<file path="src/rtl/pe_pre_pkg.sv">
// Shared types and width helpers for the pixel pre-processing column streamer.
package pe_pre_pkg;

  typedef enum logic [2:0] {
    ST_IDLE,
    ST_CLAIM,
    ST_PADCOL,
    ST_FETCH,
    ST_PRESENT,
    ST_DONE
  } state_e;

  // Width of a counter able to hold 0..n-1, never narrower than one bit.
  function automatic int width_of(input int n);
    return (n <= 1) ? 1 : $clog2(n);
  endfunction

  function automatic int calc_oh(input int img_h, input int pad);
    return img_h + 2 * pad;
  endfunction

  function automatic int calc_ow(input int img_w, input int pad);
    return img_w + 2 * pad;
  endfunction

  function automatic int calc_aw(input int img_h, input int img_w);
    return width_of(img_h * img_w);
  endfunction

endpackage

</file>
<file path="src/rtl/input_col_streamer_if.sv">
// Buffer-claim, buffer-read and column-output signals of the column streamer.
interface input_col_streamer_if #(
  parameter int IMG_H = 24,
  parameter int IMG_W = 32,
  parameter int DW    = 8,
  parameter int PAD   = 1
);
  localparam int OH = pe_pre_pkg::calc_oh(IMG_H, PAD);
  localparam int OW = pe_pre_pkg::calc_ow(IMG_W, PAD);
  localparam int AW = pe_pre_pkg::calc_aw(IMG_H, IMG_W);
  localparam int CW = pe_pre_pkg::width_of(OW);

  logic               buf_ready;
  logic               buf_take;
  logic               rd_en;
  logic [AW-1:0]      rd_addr;
  logic [DW-1:0]      rd_data;
  logic               out_vld;
  logic               out_rdy;
  logic [OH*DW-1:0]   out_data;
  logic [CW-1:0]      out_col;
  logic               frame_done;

  modport master (
    input  buf_ready, rd_data, out_rdy,
    output buf_take, rd_en, rd_addr, out_vld, out_data, out_col, frame_done
  );

  modport slave (
    output buf_ready, rd_data, out_rdy,
    input  buf_take, rd_en, rd_addr, out_vld, out_data, out_col, frame_done
  );

endinterface

</file>
<file path="src/rtl/input_col_fetch.sv">
// Reads one image column (rows 0..IMG_H-1) from the frame buffer and hands each
// returned pixel to the column register one cycle after its read strobe.
module input_col_fetch
  import pe_pre_pkg::*;
#(
  parameter  int IMG_H = 24,
  parameter  int IMG_W = 32,
  parameter  int DW    = 8,
  localparam int AW    = calc_aw(IMG_H, IMG_W),
  localparam int RW    = width_of(IMG_H + 1)
) (
  input  logic          PEclk,
  input  logic          rst_n,
  input  logic          en,
  input  logic          start,
  input  logic [AW-1:0] start_col,
  output logic          rd_en,
  output logic [AW-1:0] rd_addr,
  input  logic [DW-1:0] rd_data,
  output logic          wr_en,
  output logic [RW-1:0] wr_row,
  output logic [DW-1:0] wr_data,
  output logic          done
);

  logic          issuing_q, issuing_d;
  logic [RW-1:0] row_q, row_d;
  logic [AW-1:0] addr_q, addr_d;
  logic          cap_vld_q, cap_vld_d;
  logic [RW-1:0] cap_row_q, cap_row_d;
  logic          last_row;

  assign rd_en    = issuing_q && en;
  assign last_row = (row_q == RW'(IMG_H - 1));

  // The address walks down the column by adding the row stride, so no multiplier.
  always_comb begin
    // NOTE: every signal gets its default first so no path leaves it unassigned and no latch is inferred.
    issuing_d = issuing_q;
    row_d     = row_q;
    addr_d    = addr_q;
    cap_vld_d = rd_en;
    cap_row_d = row_q;
    if (start) begin
      issuing_d = 1'b1;
      row_d     = '0;
      addr_d    = start_col;
    end else if (rd_en) begin
      row_d  = row_q + 1'b1;
      addr_d = addr_q + AW'(IMG_W);
      if (last_row) issuing_d = 1'b0;
    end
  end

  always_ff @(posedge PEclk or negedge rst_n) begin
    // NOTE: sequential state uses non-blocking assignments so every flop samples pre-edge values.
    if (!rst_n) begin
      issuing_q <= 1'b0;
      row_q     <= '0;
      addr_q    <= '0;
      cap_vld_q <= 1'b0;
      cap_row_q <= '0;
    end else begin
      issuing_q <= issuing_d;
      row_q     <= row_d;
      addr_q    <= addr_d;
      cap_vld_q <= cap_vld_d;
      cap_row_q <= cap_row_d;
    end
  end

  assign rd_addr = rd_en ? addr_q : '0;
  assign wr_en   = cap_vld_q;
  assign wr_row  = cap_row_q;
  assign wr_data = rd_data;
  assign done    = cap_vld_q && (cap_row_q == RW'(IMG_H - 1));

endmodule

</file>
<file path="src/rtl/input_col_streamer.sv">
// Streams a claimed frame out as padded columns, one column register deep:
// border columns are synthesised, image columns are fetched row by row.
module input_col_streamer
  import pe_pre_pkg::*;
#(
  parameter int IMG_H = 24,
  parameter int IMG_W = 32,
  parameter int DW    = 8,
  parameter int PAD   = 1
) (
  input  logic                 PEclk,
  input  logic                 rst_n,
  input  logic                 en,
  input  logic [DW-1:0]        pad_value,
  input_col_streamer_if.master bus
);

  localparam int OH = calc_oh(IMG_H, PAD);
  localparam int OW = calc_ow(IMG_W, PAD);
  localparam int AW = calc_aw(IMG_H, IMG_W);
  localparam int CW = width_of(OW);
  localparam int RW = width_of(IMG_H + 1);

  state_e           state_q, state_d;
  logic [CW-1:0]    c_q, c_d;
  logic [CW-1:0]    c_next;
  logic [DW-1:0]    pad_q, pad_d;
  logic [OH*DW-1:0] col_q, col_d;

  logic             fetch_start;
  logic [AW-1:0]    fetch_col;
  logic             fetch_rd_en;
  logic [AW-1:0]    fetch_rd_addr;
  logic             wr_en;
  logic [RW-1:0]    wr_row;
  logic [DW-1:0]    wr_data;
  logic             fetch_done;

  input_col_fetch #(
    .IMG_H (IMG_H),
    .IMG_W (IMG_W),
    .DW    (DW)
  ) u_fetch (
    .PEclk     (PEclk),
    .rst_n     (rst_n),
    .en        (en),
    .start     (fetch_start),
    .start_col (fetch_col),
    .rd_en     (fetch_rd_en),
    .rd_addr   (fetch_rd_addr),
    .rd_data   (bus.rd_data),
    .wr_en     (wr_en),
    .wr_row    (wr_row),
    .wr_data   (wr_data),
    .done      (fetch_done)
  );

  assign c_next = c_q + 1'b1;

  always_comb begin
    state_d     = state_q;
    c_d         = c_q;
    pad_d       = pad_q;
    col_d       = col_q;
    fetch_start = 1'b0;
    fetch_col   = '0;

    unique case (state_q)
      ST_IDLE: if (en && bus.buf_ready) state_d = ST_CLAIM;

      ST_CLAIM: begin
        pad_d = pad_value;
        c_d   = '0;
        if (PAD > 0) begin
          state_d = ST_PADCOL;
        end else begin
          state_d     = ST_FETCH;
          fetch_start = 1'b1;
          col_d       = {OH{pad_value}};
        end
      end

      ST_PADCOL: begin
        if (en) begin
          col_d   = {OH{pad_q}};
          state_d = ST_PRESENT;
        end
      end

      ST_FETCH: if (fetch_done) state_d = ST_PRESENT;

      // The next column's fetch starts only on transfer, since the column register is single.
      ST_PRESENT: begin
        if (bus.out_rdy) begin
          if (int'(c_q) == OW - 1) begin
            c_d     = '0;
            state_d = ST_DONE;
          end else begin
            c_d = c_next;
            if ((int'(c_next) < PAD) || (int'(c_next) >= PAD + IMG_W)) begin
              state_d = ST_PADCOL;
            end else begin
              state_d     = ST_FETCH;
              fetch_start = 1'b1;
              fetch_col   = AW'(int'(c_next) - PAD);
              col_d       = {OH{pad_q}};
            end
          end
        end
      end

      ST_DONE: state_d = ST_IDLE;

      default: state_d = ST_IDLE;
    endcase

    // Image pixels land below the top border; slice 0 sits at the MSBs.
    if (wr_en) col_d[(OH - 1 - PAD - int'(wr_row)) * DW +: DW] = wr_data;
  end

  always_ff @(posedge PEclk or negedge rst_n) begin
    if (!rst_n) begin
      state_q <= ST_IDLE;
      c_q     <= '0;
      pad_q   <= '0;
      col_q   <= '0;
    end else begin
      state_q <= state_d;
      c_q     <= c_d;
      pad_q   <= pad_d;
      col_q   <= col_d;
    end
  end

  assign bus.buf_take   = (state_q == ST_CLAIM);
  assign bus.out_vld    = (state_q == ST_PRESENT);
  assign bus.frame_done = (state_q == ST_DONE);
  assign bus.out_data   = col_q;
  assign bus.out_col    = c_q;
  assign bus.rd_en      = fetch_rd_en;
  assign bus.rd_addr    = fetch_rd_addr;

endmodule

</file>
<file path="src/flat_wrapper.sv">
// flat-port wrapper written by rule: the top's interface ports become plain ports
module input_col_streamer_flat import pe_pre_pkg::*;
#(
  parameter int IMG_H = 24,
  parameter int IMG_W = 32,
  parameter int DW    = 8,
  parameter int PAD   = 1
)
  (PEclk, rst_n, en, pad_value, bus_buf_ready, bus_rd_data, bus_out_rdy, bus_buf_take, bus_rd_en, bus_rd_addr, bus_out_vld, bus_out_data, bus_out_col, bus_frame_done);
  input_col_streamer_if #(.IMG_H(IMG_H), .IMG_W(IMG_W), .DW(DW), .PAD(PAD)) bus_i ();
  input  logic PEclk;
  input  logic rst_n;
  input  logic en;
  input  logic [DW-1:0] pad_value;
  input wire logic [$bits(bus_i.buf_ready)-1:0] bus_buf_ready;
  input wire logic [$bits(bus_i.rd_data)-1:0] bus_rd_data;
  input wire logic [$bits(bus_i.out_rdy)-1:0] bus_out_rdy;
  output wire logic [$bits(bus_i.buf_take)-1:0] bus_buf_take;
  output wire logic [$bits(bus_i.rd_en)-1:0] bus_rd_en;
  output wire logic [$bits(bus_i.rd_addr)-1:0] bus_rd_addr;
  output wire logic [$bits(bus_i.out_vld)-1:0] bus_out_vld;
  output wire logic [$bits(bus_i.out_data)-1:0] bus_out_data;
  output wire logic [$bits(bus_i.out_col)-1:0] bus_out_col;
  output wire logic [$bits(bus_i.frame_done)-1:0] bus_frame_done;
  assign bus_i.buf_ready = bus_buf_ready;
  assign bus_i.rd_data = bus_rd_data;
  assign bus_i.out_rdy = bus_out_rdy;
  assign bus_buf_take = bus_i.buf_take;
  assign bus_rd_en = bus_i.rd_en;
  assign bus_rd_addr = bus_i.rd_addr;
  assign bus_out_vld = bus_i.out_vld;
  assign bus_out_data = bus_i.out_data;
  assign bus_out_col = bus_i.out_col;
  assign bus_frame_done = bus_i.frame_done;
  input_col_streamer #(.IMG_H(IMG_H), .IMG_W(IMG_W), .DW(DW), .PAD(PAD)) u_core (.PEclk(PEclk), .rst_n(rst_n), .en(en), .pad_value(pad_value), .bus(bus_i));
endmodule
</file>
<file path="config.mk">
export PLATFORM = sky130hd
export DESIGN_NAME = input_col_streamer_flat
export DESIGN_NICKNAME = d
export VERILOG_FILES = /design/src/rtl/pe_pre_pkg.sv /design/src/rtl/input_col_streamer_if.sv /design/src/rtl/input_col_fetch.sv /design/src/rtl/input_col_streamer.sv /design/src/flat_wrapper.sv
export SDC_FILE = /design/constraint.sdc
export NUM_CORES = 1
export LEC_CHECK = 0
export BUFFER_PORTS_ARGS = -buffer_cell sky130_fd_sc_hd__buf_2
export CAP_MARGIN = 20
export CORE_MARGIN = 3
export CORE_UTILIZATION = 50
export CTS_CLUSTER_SIZE = 12
export DETAILED_ROUTE_END_ITERATION = 6
export PLACE_DENSITY_LB_ADDON = 0.15
export SYNTH_ARGS = -nofsm -noshare
export SYNTH_HDL_FRONTEND = slang
export SYNTH_HIERARCHICAL = 1
export SYNTH_SLANG_ARGS = --single-unit
</file>
<file path="constraint.sdc">
create_clock -name PEclk -period 4.4 [get_ports PEclk]
set_input_delay 0.66 -clock PEclk [delete_from_list [all_inputs] [get_ports PEclk]]
set_output_delay 0.66 -clock PEclk [all_outputs]
set_load 0.01 [all_outputs]
</file>
# --- Word level (Yosys, flattened, before mapping) ---
# Cells that the tools add are included.
word_totals:
  ff_bits: 247
  latch_bits: 0
  ram_bits: 0
  romBits: 0
  out_inout_bits: 228
  memories: 0
op_classes:
  add_sub_neg: 6
  multipliers: 0
  div_mod_pow: 0
  order_cmp: 2
  n_eq_ne: 12
  n_shift: 2
  n_mux: 33
  bitwise: 0
  n_reduce_logical: 11
ops:
  columns: ["cell", "count"]
  rows:
  - ["$mux W208", 5]
  - ["$pmux W208 S2", 1]
  - ["$bwmux W208", 1]
  - ["$shift A8 B33 Y208 const A", 1]
  - ["$shiftx A8 B33 Y208", 1]
  - ["$mux W10", 7]
  - ["$neg A32 Y33", 1]
  - ["$mux W3", 5]
  - ["$pmux W3 S5", 1]
  - ["$mux W6", 2]
  - ["$pmux W6 S2", 1]
  - ["$add A10 B6 Y10 const B", 1]
  - ["$eq A5 B5 Y1 const B", 2]
  - ["$mux W5", 2]
  - ["$mux W1", 8]
  - ["$sub A6 B1 Y7 const B", 1]
  - ["$add A6 B1 Y6 const B", 1]
  - ["$eq A3 B2 Y1 const B", 2]
  - ["$eq A3 B3 Y1 const B", 2]
  - ["$eq A6 B6 Y1 const B", 1]
  - ["$ge A6 B6 Y1 const B", 1]
  - ["$lt A6 B1 Y1 const B", 1]
  - ["$reduce_bool A2 Y1", 3]
  - ["$sub A5 B5 Y6 const A", 1]
  - ["9 further kinds", 14]

# --- Logic depth before layout (Yosys ltp) ---
depth:
  depth_word: 9
  depth_mapped: 19

# --- By module ---
# Netlist, hierarchy kept.
by_module_without_submodules:
  columns: ["module", "instances", "cells_per_inst", "area_per_inst_um2"]
  rows:
  - ["input_col_streamer", 1, 1164, 11220.8]
  - ["input_col_fetch", 1, 99, 1043.5]

# --- Worst setup path before layout ---
# OpenSTA, ideal clock, no wires.
synth_timing:
  path_kind: "reg2reg"
  start: "register u_core.u_fetch.cap_row_q[0] (netlist: u_core/u_fetch/wr_row[0])"
  end: "register u_core.col_q[170] (netlist: u_core/bus.out_data[170])"
  setup_ns: 0.135
  t_arrival_ns: 4.116
  required_time_ns: 4.265
  path_slack_ns: 0.150
  stages_incl_launch_ff: 19
  n_path_buf: 2
  synth_period_minus_slack_ns: 4.250
  path_cell_list: "dfrtp_1 clkbuf_1 inv_1 ha_1 nor2b_1 o21ai_1 a21oi_1 a41oi_1 nor2b_1 nand2_1 ha_1 or4b_1 nor4_2 nand2_1 mux2_2 or3_1 clkbuf_1 o211ai_1 o21ai_0"
synth_via:
  elab_chain_len: 5
synth_rtl:
  columns: ["element", "line_no", "rtl"]
  rows:
  - ["from (decl)", "input_col_fetch.sv:30", "logic [RW-1:0] cap_row_q, cap_row_d;"]
  - ["from (signal assigned)", "input_col_fetch.sv:68", "cap_row_q <= cap_row_d;"]
  - ["$sub A5 B5 Y6 (*)", "input_col_streamer.sv:118", "if (wr_en) col_d[(OH - 1 - PAD - int'(wr_row)) * DW +: DW] = wr_data;"]
  - ["$neg A32 Y33 (*)", "input_col_streamer.sv:118", null]
  - ["$shiftx A8 B33 Y208 / $shift A8 B33 Y208 (equally long branches)", "input_col_streamer.sv:118", null]
  - ["$bwmux W208 (*)", "input_col_streamer.sv:118", null]
  - ["$mux W208 (*)", "input_col_streamer.sv:118", null]
  - ["net u_core.col_d[170]", "input_col_streamer.sv:28", "logic [OH*DW-1:0] col_q, col_d;"]
  - ["to (signal assigned)", "input_col_streamer.sv:131", "col_q <= col_d;"]
  - ["to (decl)", "input_col_streamer.sv:28", null]
# Mark *: on every way through the listed nets, which the timed path passes. The rest lies on a longest branch.
# A chain may end at the register's enable or synchronous reset.

# --- Worst setup path in the final report ---
layout_timing:
  start: "register u_core.u_fetch.cap_row_q[1] (netlist: u_core/u_fetch/wr_row[1])"
  end: "register u_core.col_q[86] (netlist: u_core/bus.out_data[86])"
# The elaborated chain is that of the path after synthesis.

==> impl_metrics.json <==
{
  "seq_area_frac_synth_pct": 50.4,
  "cp.arrival_ns": 4.67,
  "grt_pass1_vias": 11200,
  "diodes": 0,
  "ctsHoldBuffers": 0,
  "coreArea_um2": 23800,
  "finalCritPeriodShare_pct": 95.9,
  "drcViolationCount": 0,
  "finalSetupViolCount": 0,
  "clock_path_buffers": 3,
  "die_area_um2": 26400,
  "final_util_pct": 63.1,
  "grt_first_pass_wirelength_mm": 67.8,
  "cts_buffers": 27,
  "h-tree-depth": 1,
  "p_seq_share_pct": 31.7,
  "switching_share_pct": 45.3,
  "routed_wl_mm": 45.1,
  "hold_path_class": "in2async",
  "yosysWarnings": 6,
  "syn_area_um2": 12300,
  "grt_antenna_before_repair": 0,
  "cp_cell_sequence": "inv_1 > ha_1 > nor2b_1 > o21ai_1 > a21oi_1 > a41oi_1 > nor2b_2 > buf_4 > nand2_1 > ha_1 > or3b_2 > nor4_1 > buf_4 > nand4_1 > nor2_1 > buf_4 > mux2i_1",
  "pwr-share-comb_pct": 50.7,
  "cap_viol_max_count": 0,
  "die_x_um": 163,
  "hold_violations": 0,
  "syn_to_final_growth_pct": 22.2,
  "end_kind": "register",
  "synth-edff-count": 0,
  "ys_seq_elements": 247,
  "tns_ns": 0,
  "fin_crit_ns": 4.22,
  "ir_drop_uv": 440,
  "syn_nets": 1297,
  "first_iter_violations": 1373,
  "leakage_nw": 6.84,
  "intPower_mw": 7.29,
  "max_freq_mhz": 237,
  "clkPwrFrac_pct": 17.6,
  "crit_fanout": 4,
  "clock_latency_ns": 0.54,
  "numPortBuffers": 248,
  "slew_headroom_pct": 26.8,
  "num_rows": 56,
  "cts_tree": "done",
  "place.gp.congestion": 0.997,
  "clk_pin_slew_ns": 0.06,
  "power_density_nw_per_um2": 888,
  "routedWlPerCell_um": 24.5,
  "clkSinkCount": 247,
  "clock_skew_ns": 0.0135,
  "cts_root_buf": "clkbuf_16",
  "cpPeakStageDelay_ns": 0.52,
  "async_flop_share_pct": 100,
  "vias_per_cell": 6.42,
  "first_pass_iters": 6,
  "dp.final_hpwl_mm": 31.9,
  "avgSynthCellArea_um2": 9.71,
  "finalPower_mw": 13.3,
  "fin_nets": 1543,
  "critPathKind": "reg2reg",
  "grt_use_total_pct": 33.2,
  "startpoint_type": "register",
  "initial_utilization_pct": 51.6,
  "slowest_stage": "or3b_2",
  "netSwitchingPower_mw": 6.03,
  "yosysUniqueCellTypes": 78,
  "vias": 11800,
  "status": "finished clean",
  "grt_max_degree": 115,
  "cp.required_ns": 4.85,
  "synth_flop_cell": "dfrtp_1",
  "synthCells": 1263,
  "worst_pin_slew_ns": 1.10,
  "globalRouteOverflowTotal": 0,
  "ios": 249,
  "ant_nets": 0,
  "crit_path_frequent_cell": "buf_4",
  "final_layout_size_suffix_gt1_share_pct": 28.7,
  "slew_violations": 0,
  "fp.dieH_um": 163,
  "whs_ns": 0.183
}
kinds of logic after synthesis:
family | share of synthesized area [%]
xor gates and xnor gates | 1.20
muxes | 3.25
DFF | 50.4
buffers and inverters | 5.11
adders and majority gates | 1.33
AOI/OAI and AO/OA | 24.2
and+or+nand+nor | 14.5
Yosys cell counts (all sizes together) (5+ instances only):
cell / count / area share (%)
mux2i: 14 / 1.1
a21o: 8 / 0.49
a211oi: 91 / 5.6
and2: 14 / 0.78
nand2b: 24 / 1.2
dfrtp: 247 / 50
xnor2: 8 / 0.57
nor2: 56 / 1.8
nor3: 18 / 0.94
xor2: 8 / 0.63
mux2: 23 / 2.1
nor4: 13 / 1.1
a21oi: 192 / 7.8
inv: 16 / 0.49
o22ai: 24 / 1.2
or3: 8 / 0.45
clkbuf: 61 / 1.9
nand2: 97 / 3.0
nor2b: 17 / 0.87
nand3: 29 / 1.2
nand4: 15 / 0.77
o21ai: 94 / 3.8
a2bb2oi: 5 / 0.36
and3: 16 / 0.82
o211ai: 37 / 2.4
buf: 55 / 2.7
ha: 13 / 1.3
worst max-delay path, delay by kind of cell, from the launching register on:
kind	cells	cell delay, ns
and+or+nand+nor	7	2.05
buffers and inverters	4	0.67
muxes	1	0.17
DFF	1	0.37
adders and majority gates	2	0.53
AOI/OAI and AO/OA	3	0.33
registers in the layout, indices dropped and copies added (netlist names):
signal	flops
u_core/u_fetch/wr_en	1
u_core/bus.out_col	6
u_core/u_fetch/addr_q	10
u_core/state_q	3
u_core/pad_q	8
u_core/u_fetch/wr_row	5
u_core/u_fetch/issuing_q	1
u_core/u_fetch/cap_row_d	5
u_core/bus.out_data	208
layer usage:
metal / GRT usage, % / wire [um]
met1: 47.5 / 18100
met2: 51.6 / 20300
met3: 5.52 / 4910
met4: 11.7 / 1830
met5: 0 / 0
placed cells by master (no fill, tap or decap), drive strengths merged, types with 5 or more instances in the layout:
cell type	n
buf	333
dfrtp	247
a21oi	192
nand2	97
o21ai	94
a211oi	91
nor2	56
clkbuf	38
o211ai	37
nand3	29
nand2b	24
o22ai	24
mux2	23
nor3	18
nor2b	17
and3	16
inv	16
nand4	15
mux2i	14
and2	14
ha	13
nor4	13
xnor2	8
a21o	8
xor2	8
or3	8
a2bb2oi	5
path summary, 6_finish.rpt:
kind                                             startpoint                  endpoint  slack [ns]  depth (start not counted)
worst max-delay path               u_core/u_fetch/wr_row[1]   u_core/bus.out_data[86]        0.18                         17
max in group asynchronous                             rst_n           u_core/pad_q[3]        3.08                          2
worst min register to register  u_core/u_fetch/cap_row_d[1]  u_core/u_fetch/wr_row[1]        0.43                          0
worst min-delay path                                  rst_n   u_core/bus.out_data[95]        0.18                          1
min in group PEclk                             pad_value[6]           u_core/pad_q[6]        0.35                          2
worst max register to register     u_core/u_fetch/wr_row[1]   u_core/bus.out_data[86]        0.18                         17
power groups by stage:
stage	Sequential (mW)	Clock [mW]	Combinational [mW]
6_report	4.22	2.34	6.76
5_1_grt	4.32	2.47	7.24
4_1_cts	4.19	2.36	6.57
3_5_place_dp	4.21	0	6.52
3_3_place_gp	4.22	0	6.40
2_1_floorplan	4.34	0	3.65
what timing repair did:
| action | CTS | global route |
|---|---|---|
| setup buffers | 0 | 2 |
| endpoints found under the setup margin | 0 | 132 |
| gates resized for setup | 0 | 10 |
final cells by class:
cell class | count | area [um2]
fill | 2002 | 8760
sequential | 247 | 6180
multi-input combinational | 883 | 5540
timing repair buffer | 333 | 1910
clock buffer | 38 | 767
tap | 319 | 399
clock inverter | 6 | 134
inverter | 17 | 63.8
metrics by stage:
step,std cells,setup WS [ns],area [um2]
floorplan,1263,0.150,12300
global placement,1797,0.287,14000
detailed placement,1797,0.114,14000
CTS,1841,0.0472,14900
global route,1843,-0.0244,15000
finish,1843,0.182,15000
Note: power is estimated with default switching activity, not from simulation.
